File: src/rtl/alu_seq_pkg.sv
// Shared types and constants for the ALU byte-stream sequencer.
package alu_seq_pkg;

  localparam int unsigned NB_DATA_DEF   = 8;
  localparam int unsigned NB_OP_DEF     = 6;
  localparam int unsigned FLAG_ZERO_BIT = 0;
  localparam int unsigned FLAG_OVF_BIT  = 1;

  typedef enum logic [2:0] {
    ST_GET_A,
    ST_GET_B,
    ST_GET_OP,
    ST_SETTLE,
    ST_CAPTURE,
    ST_TX_RES,
    ST_TX_FLAGS
  } state_t;

endpackage

File: src/rtl/alu_seq_timer.sv
// Clearable saturating idle counter; o_tc_c flags the cycle the count reaches TIMEOUT_CYC.
module alu_seq_timer #(
  parameter int unsigned TIMEOUT_CYC = 1000000
) (
  input  logic i_clk,
  input  logic i_rst_n,
  input  logic i_clr,
  input  logic i_en,
  output logic o_tc_c
);

  localparam int unsigned CW = $clog2(TIMEOUT_CYC + 1);

  logic [CW-1:0] cnt_q;

  always_ff @(posedge i_clk or negedge i_rst_n) begin
    if (!i_rst_n) begin
      cnt_q <= '0;
    end else if (i_clr) begin
      cnt_q <= '0;
    end else if (i_en && (cnt_q != CW'(TIMEOUT_CYC))) begin
      cnt_q <= cnt_q + CW'(1);
    end
  end

  // Fires on the TIMEOUT_CYC-th consecutive idle cycle.
  assign o_tc_c = i_en && !i_clr && (cnt_q == CW'(TIMEOUT_CYC - 1));

endmodule

File: src/rtl/alu_seq_ctrl.sv
// Byte-stream sequencer loading A/B/OP into the ALU and returning result and flags.
// Optional inter-byte timeout enabled by defining ALU_SEQ_TIMEOUT_EN.
module alu_seq_ctrl
  import alu_seq_pkg::*;
#(
  parameter int unsigned NB_DATA     = NB_DATA_DEF,
  parameter int unsigned NB_OP       = NB_OP_DEF,
  parameter int unsigned TIMEOUT_CYC = 1000000
) (
  input  logic               i_clk,
  input  logic               i_rst_n,
  input  logic [NB_DATA-1:0] i_rx_data,
  input  logic               i_rx_valid,
  output logic               o_rx_ready,
  output logic [NB_DATA-1:0] o_alu_data,
  output logic               o_en_a,
  output logic               o_en_b,
  output logic               o_en_op,
  input  logic [NB_DATA-1:0] i_alu_result,
  input  logic               i_alu_zero,
  input  logic               i_alu_overflow,
  output logic [NB_DATA-1:0] o_tx_data,
  output logic               o_tx_valid,
  input  logic               i_tx_ready,
  output logic               o_busy,
  output logic               o_err
);

  state_t             state_q;
  state_t             state_d;
  logic               rx_accept_c;
  logic               timeout_c;
  logic               zero_q;
  logic               ovf_q;
  logic [NB_DATA-1:0] flags_byte_c;
  logic               unused_cfg;

  // Ready and busy are plain decodes of the state register.
  assign o_rx_ready  = (state_q == ST_GET_A) || (state_q == ST_GET_B) || (state_q == ST_GET_OP);
  assign o_busy      = (state_q != ST_GET_A);
  assign rx_accept_c = i_rx_valid && o_rx_ready;

`ifdef ALU_SEQ_TIMEOUT_EN
  alu_seq_timer #(
    .TIMEOUT_CYC(TIMEOUT_CYC)
  ) u_timer (
    .i_clk  (i_clk),
    .i_rst_n(i_rst_n),
    .i_clr  (rx_accept_c || (state_q == ST_GET_A)),
    .i_en   ((state_q == ST_GET_B) || (state_q == ST_GET_OP)),
    .o_tc_c (timeout_c)
  );

  always_ff @(posedge i_clk or negedge i_rst_n) begin
    if (!i_rst_n) begin
      o_err <= 1'b0;
    end else begin
      o_err <= timeout_c;
    end
  end

  assign unused_cfg = ^{32'(NB_OP)};
`else
  assign timeout_c  = 1'b0;
  assign o_err      = 1'b0;
  assign unused_cfg = ^{32'(NB_OP), 32'(TIMEOUT_CYC)};
`endif

  always_comb begin
    flags_byte_c                = '0;
    flags_byte_c[FLAG_ZERO_BIT] = zero_q;
    flags_byte_c[FLAG_OVF_BIT]  = ovf_q;
  end

  always_ff @(posedge i_clk or negedge i_rst_n) begin
    if (!i_rst_n) begin
      state_q <= ST_GET_A;
    end else begin
      state_q <= state_d;
    end
  end

  // Next-state: accepts advance the GET states, the TX states wait on downstream ready.
  always_comb begin
    state_d = state_q;
    case (state_q)
      ST_GET_A:    if (rx_accept_c) state_d = ST_GET_B;
      ST_GET_B:    if (rx_accept_c) state_d = ST_GET_OP;
                   else if (timeout_c) state_d = ST_GET_A;
      ST_GET_OP:   if (rx_accept_c) state_d = ST_SETTLE;
                   else if (timeout_c) state_d = ST_GET_A;
      ST_SETTLE:   state_d = ST_CAPTURE;
      ST_CAPTURE:  state_d = ST_TX_RES;
      ST_TX_RES:   if (i_tx_ready) state_d = ST_TX_FLAGS;
      ST_TX_FLAGS: if (i_tx_ready) state_d = ST_GET_A;
      default:     state_d = ST_GET_A;
    endcase
  end

  // Registered ALU load bus, enables and outgoing byte stream.
  always_ff @(posedge i_clk or negedge i_rst_n) begin
    if (!i_rst_n) begin
      o_alu_data <= '0;
      o_en_a     <= 1'b0;
      o_en_b     <= 1'b0;
      o_en_op    <= 1'b0;
      o_tx_data  <= '0;
      o_tx_valid <= 1'b0;
      zero_q     <= 1'b0;
      ovf_q      <= 1'b0;
    end else begin
      o_en_a  <= rx_accept_c && (state_q == ST_GET_A);
      o_en_b  <= rx_accept_c && (state_q == ST_GET_B);
      o_en_op <= rx_accept_c && (state_q == ST_GET_OP);
      if (rx_accept_c) begin
        o_alu_data <= i_rx_data;
      end
      case (state_q)
        ST_CAPTURE: begin
          zero_q     <= i_alu_zero;
          ovf_q      <= i_alu_overflow;
          o_tx_data  <= i_alu_result;
          o_tx_valid <= 1'b1;
        end
        ST_TX_RES: begin
          if (i_tx_ready) begin
            o_tx_data <= flags_byte_c;
          end
        end
        ST_TX_FLAGS: begin
          if (i_tx_ready) begin
            o_tx_valid <= 1'b0;
          end
        end
        default: ;
      endcase
    end
  end

endmodule

File: config.mk
export PLATFORM = sky130hd
export DESIGN_NAME = alu_seq_ctrl
export DESIGN_NICKNAME = d
export VERILOG_FILES = /design/src/rtl/alu_seq_pkg.sv /design/src/rtl/alu_seq_timer.sv /design/src/rtl/alu_seq_ctrl.sv
export SDC_FILE = /design/constraint.sdc
export NUM_CORES = 1
export LEC_CHECK = 0
export BUFFER_PORTS_ARGS = -buffer_cell sky130_fd_sc_hd__buf_2
export CELL_PAD_IN_SITES_DETAIL_PLACEMENT = 1
export CELL_PAD_IN_SITES_GLOBAL_PLACEMENT = 2
export CORE_ASPECT_RATIO = 0.5
export CORE_MARGIN = 2
export CORE_UTILIZATION = 29
export CTS_CLUSTER_DIAMETER = 80
export CTS_CLUSTER_SIZE = 10
export DETAILED_ROUTE_END_ITERATION = 16
export HOLD_SLACK_MARGIN = 0.12
export PLACE_DENSITY_LB_ADDON = 0.3
export SYNTH_ARGS = -nofsm -noshare
export SYNTH_HDL_FRONTEND = slang
export SYNTH_HIERARCHICAL = 1
export SYNTH_SLANG_ARGS = --single-unit
File: constraint.sdc
create_clock -name i_clk -period 1.84 [get_ports i_clk]
set_clock_uncertainty 0.05 [all_clocks]
set_input_delay 0.276 -clock i_clk [delete_from_list [all_inputs] [get_ports i_clk]]
set_output_delay 0.276 -clock i_clk [all_outputs]
set_load 0.02 [all_outputs]
== After elaboration in Yosys (flattened, before gate mapping) ==
Index checks and enable logic that the tools add are counted.
Widths: inputs -> output; s select.
Word-level totals
  bits in registers: 25
  latch bits: 0
  memory bits (writable): 0
  ROM bits: 0
  bits of input ports: 22
  output and inout bits: 23
  word-level logic and storage cells: 43
  memories kept: 0
Operators by class
  add/subtract/negate cells: 0
  multiply operators: 0
  divide/modulo/power cells: 0
  $lt $le $gt $ge: 0
  equality and inequality tests: 11
  shift operators: 0
  multiplexer cells: 10
  bitwise logic cells: 0
  reduce and logical (&&, ||, !) cells: 13
Operator list (count)
  $pmux 3 s7: 1
  $pmux 8 s2: 1
  $mux 3: 5
  $ne 2x2->1 const B: 5
  $eq 3x3->1 const B: 3
  $mux 8: 1
  $eq 3x2->1 const B: 2
  $reduce_and 5->1: 1
  $logic_and 1x1->1: 4
  $reduce_and 2->1: 2
  $reduce_bool 2->1: 2
  $eq 3x1->1 const B: 1
  $logic_not 3->1: 1
  $reduce_bool 3->1: 1
  $logic_or 1x1->1: 2
  $pmux 1 s2: 1
  $mux 1: 1

== Depth between registers and ports, before layout ==
  word-level depth: 6
  mapped depth: 5
  depth with buffers taken out: 3

== Least setup slack after synthesis ==
OpenSTA, ideal clock, no wires.
  path kind: flip-flop to flip-flop
  start: reg state_q[1]
  end: reg ovf_q
  library setup time: 0.125 ns
  data arrival time: 1.212 ns
  required time: 1.665 ns
  setup slack: 0.453 ns
  cell stages (with the launch flop): 5
  buffers on the path: 1
  clock period less this slack: 1.387 ns
  cell sequence: dfrtp_1 > buf_6 > nand2b_4 > nor2_2 > mux2_2
Between the ends
  cells in the longest elaborated chain, start to end: 1
RTL lines
  start, declared: RTL line alu_seq_ctrl.sv:29  | state_t state_q;
  start signal, assigned: RTL line alu_seq_ctrl.sv:79  | state_q <= state_d;
  $eq 3x3->1: RTL line alu_seq_ctrl.sv:118  | case (state_q)
  end signal, assigned: RTL line alu_seq_ctrl.sv:121  | ovf_q <= i_alu_overflow;
  end, declared: RTL line alu_seq_ctrl.sv:34  | logic ovf_q;
Every way passes these cells.
A chain may end at the register's enable or synchronous reset.

== Final worst setup path ==
  start: reg state_q[0]
  end: out o_busy
Between the ends
  cells in the longest elaborated chain, start to end: 1
RTL lines
  $reduce_bool 3->1: RTL line alu_seq_ctrl.sv:40  | assign o_busy = (state_q != ST_GET_A);
  end, declared: RTL line alu_seq_ctrl.sv:25  | output logic o_busy,
Every way passes these cells.

==> summary.txt <==
Final layout
  • Fill cells: 396
  • Core Util, Final: 39.14%
  • Seq. cell area: 625.6 sq um
  • Area grow syn2layout: 28.37%
  • Fraction of layout cells with a size suffix above 1: 60.50%
  • Layout Nets: 142
  • Final instance area: 0.001359 sq mm
  • # diodes: 0
  • Multi-input logic area: 386.6 sq um

Setup path
  • Worst path depth: 2
  • FF-to-FF path depth: 3
  • Worst reg2reg path startpoint: state_q[1]
  • Cell family contributing the most delay on the critical path: flip-flops
  • RR Endpoint: o_tx_data[1]
  • Critical path class: reg2out
  • Critical Path RT: 1510 ps
  • Critical Path Source Type: flop
  • Crit Path Max Fanout: 13
  • Crit-path cells: or3_1, buf_2
  • Worst setup EP type: output pin
  • CP max stage cell: dfrtp_1
  • CP Data Arrival Time: 1380 ps
  • Reg2reg setup slack: 340 ps
  • WP buf/inv: 1
  • Slowest stage delay, CP: 550 ps

Worst hold path
  • WHS Path Cells: 2
  • Worst hold path class: in2reg
  • Hold Path Sink: o_alu_data[3]
  • Min-delay src: i_rx_data[3]

Clock network
  • CTS H-tree lvls: 1
  • Clock transition at path regs: 80 ps
  • Clk_lat worst skew: 270 ps
  • CTS Sinks: 25
  • Root Buffer: clkbuf_8
  • TritonCTS Buffers: 3
  • Clock Path Buffers: 2
  • CTS tree: done
  • Number of gates resized after CTS: 0

GRT
  • GRT Util Overall: 10.77%
  • Met3 global-route usage: 4.301%
  • Most Crowded Layer GR: met2
  • Initial antenna violation count: 0
  • Global route overflow: 0
  • M1 GR Usage: 13.99%
  • Number of global-route vias before repair: 674
  • GR Util met2: 17.19%
  • Largest net degree at the start of global routing: 26
  • First-pass GRT wire length: 3.249 mm

STA
  • Unrepaired setup endpoints after global routing: false
  • Fin. max-slew vios: 0
  • Worst slew margin: 63.11%
  • Worst slew pin tran: 553.3 ps
  • Final setup viols: 0
  • Crit share post-route: 92.74%
  • Min Tclk post-route: 1706 ps
  • F_max: 586.0 MHz
  • Fin Setup TNS: 0 ps
  • Final hold vios: 0

Synthesis
  • Post-synth top area cell: dfrtp_1
  • #FFs+latches synth: 25
  • Ys Warns: 6
  • Syn_area_per_cell: 14.11 sq um
  • Cells after synthesis: 75
  • Mapped cell area: 0.001059 sq mm
  • Most frequent cells after synthesis: dfrtp_1, mux2_2, a22o_2
  • Area share of the largest cell type after synthesis: 59.10%
  • Syn_nets: 97
  • Top_reg_cell synth: dfrtp_1
  • Post-synth cell types: 27
  • Post-synthesis sequential area ratio: 59.10%
  • Synth area leaders: dfrtp_1, mux2_2, a22o_2, mux2_4, buf_6
  • EDFF count, synth: 0
  • Most frequent cell after synthesis: dfrtp_1
  • FFs w/ async S/R, synth: 100.0%

Floorplan
  • Die width: 89.44 um
  • IO Count: 45
  • Die height: 46.72 um
  • Site row count: 15
  • Starting Density: 30.49%
  • Core box area: 0.003472 sq mm
  • Die area: 0.004179 sq mm

Power
  • Comb pwr share: 46.7%
  • Leak pwr: 0.6768 nW
  • P per Cell Area: 1829 mW/mm^2
  • Max IR drop VDD: 0.0003775 V
  • Internal: 1.504 mW
  • Sequential Power Share: 40.4%
  • Clk network pwr share: 12.8%
  • Net Switching: 0.9815 mW
  • Net Sw Frac: 39.49%

Drt
  • Vias: 724
  • Drt first pass iters: 3
  • DRT antenna net count: 0
  • Routed WL: 2.149 mm
  • DRT iter0 DRCs: 5
  • Detailed-route vias per instance: 4.259
  • Wirelength per Cell: 12.64 um
  • DRC violations left: 0

Placed design
  • Area after DPL: 0.001303 sq mm
  • IO buf count: 43
  • RePlAce Congestion: 0.6588
  • Post-DP HPWL: 1.669 mm

Run
  • MaxCap Viol Count: 0

Outcome
  • Outcome: complete, no violations
==> layer usage <==
metal / vias up / part of all wire, %
met2: 20 / 48
met1: 352 / 46
li1: 350 / -
met4: 0 / 0.79
met5: - / 0
met3: 2 / 5.3
==> placed cells by master, fill, tap and decap left out <==
master	count
dfrtp_1	25
a21o_1	2
a22o_2	5
nand2b_4	1
mux2_4	2
o211ai_1	1
and4bb_2	1
clkinv_2	1
nand3b_1	1
clkbuf_8	3
nor2_2	1
and3_1	1
o21ai_0	1
inv_1	1
buf_2	43
a22o_1	1
nor2_1	2
nor3b_1	1
nor2b_1	1
mux2_2	12
or3_1	1
nand2_2	1
nor4b_1	1
nand2_1	3
dlygate4sd3_1	1
buf_4	1
a21oi_4	1
conb_1	1
a21oi_1	3
==> kinds of logic (layout without fill, tap and decap cells) <==
family,Yosys count,count (layout),share of synthesized area [%]
DFF,25,25,59.10
and+or+nand+nor,15,15,9.459
muxes,14,14,15.60
AOI/OAI and AO/OA,14,14,11.11
other,1,1,0.3543
buffers and inverters,6,50,4.372
==> worst max path at each step <==
stage	start	to	slack, ps
5_1_grt	state_q[0]	o_busy	30
3_3_place_gp	state_q[1]	o_tx_data[0]	360
6_report	state_q[0]	o_busy	130
2_1_floorplan	state_q[1]	ovf_q	450
3_5_place_dp	state_q[1]	o_tx_data[1]	340
4_1_cts	state_q[0]	o_busy	100
==> stage by stage <==
| stage | std cells | power (mW) | worst slack (ps) | hold WS (ps) |
|---|---|---|---|---|
| after floorplan | 75 | 1.878 | 453.0 | -69.59 |
| after global placement | 165 | 2.186 | 361.9 | 247.9 |
| after detailed placement | 165 | 2.207 | 343.3 | 250.0 |
| after CTS | 170 | 2.538 | 101.5 | 171.4 |
| after global routing | 170 | 2.670 | 34.42 | 170.3 |
| final | 170 | 2.485 | 133.6 | 181.0 |
==> sequential cells by signal (all words and copies together), names as in the netlist <==
name        flops
o_en_a          1
o_en_b          1
o_tx_data       8
ovf_q           1
o_alu_data      8
o_tx_valid      1
state_q         3
o_en_op         1
zero_q          1
==> layout make-up <==
cell class | instances | area share (%)
clock buffer | 3 | 3.039
clock inverter | 1 | 0.3683
timing repair buffer | 45 | 17.13
inverter | 1 | 0.2762
tap | 51 | 4.696
multi-input combinational | 44 | 28.45
sequential | 25 | 46.04
==> power by group through the flow <==
stage | Clock [mW] | Sequential [mW] | Combinational (mW)
2_1_floorplan | 0 | 1.17 | 0.709
3_3_place_gp | 0 | 1.02 | 1.17
3_5_place_dp | 0 | 1.02 | 1.18
4_1_cts | 0.340 | 1.01 | 1.19
5_1_grt | 0.366 | 1.05 | 1.26
6_report | 0.319 | 1.01 | 1.16
==> worst register-to-register path: cells and delay by family (launching register included) <==
family / cells / cell delay [ps]
flops: 1 / 530
mux: 1 / 330
compound gates: 1 / 270
simple gates: 1 / 210
==> what timing repair did <==
action	CTS	global route
hold endpoints to repair	25	0
setup buffers	0	0
endpoints found under the setup margin	0	0
hold buffers	1	0
Note: power is estimated with default switching activity, not from simulation.
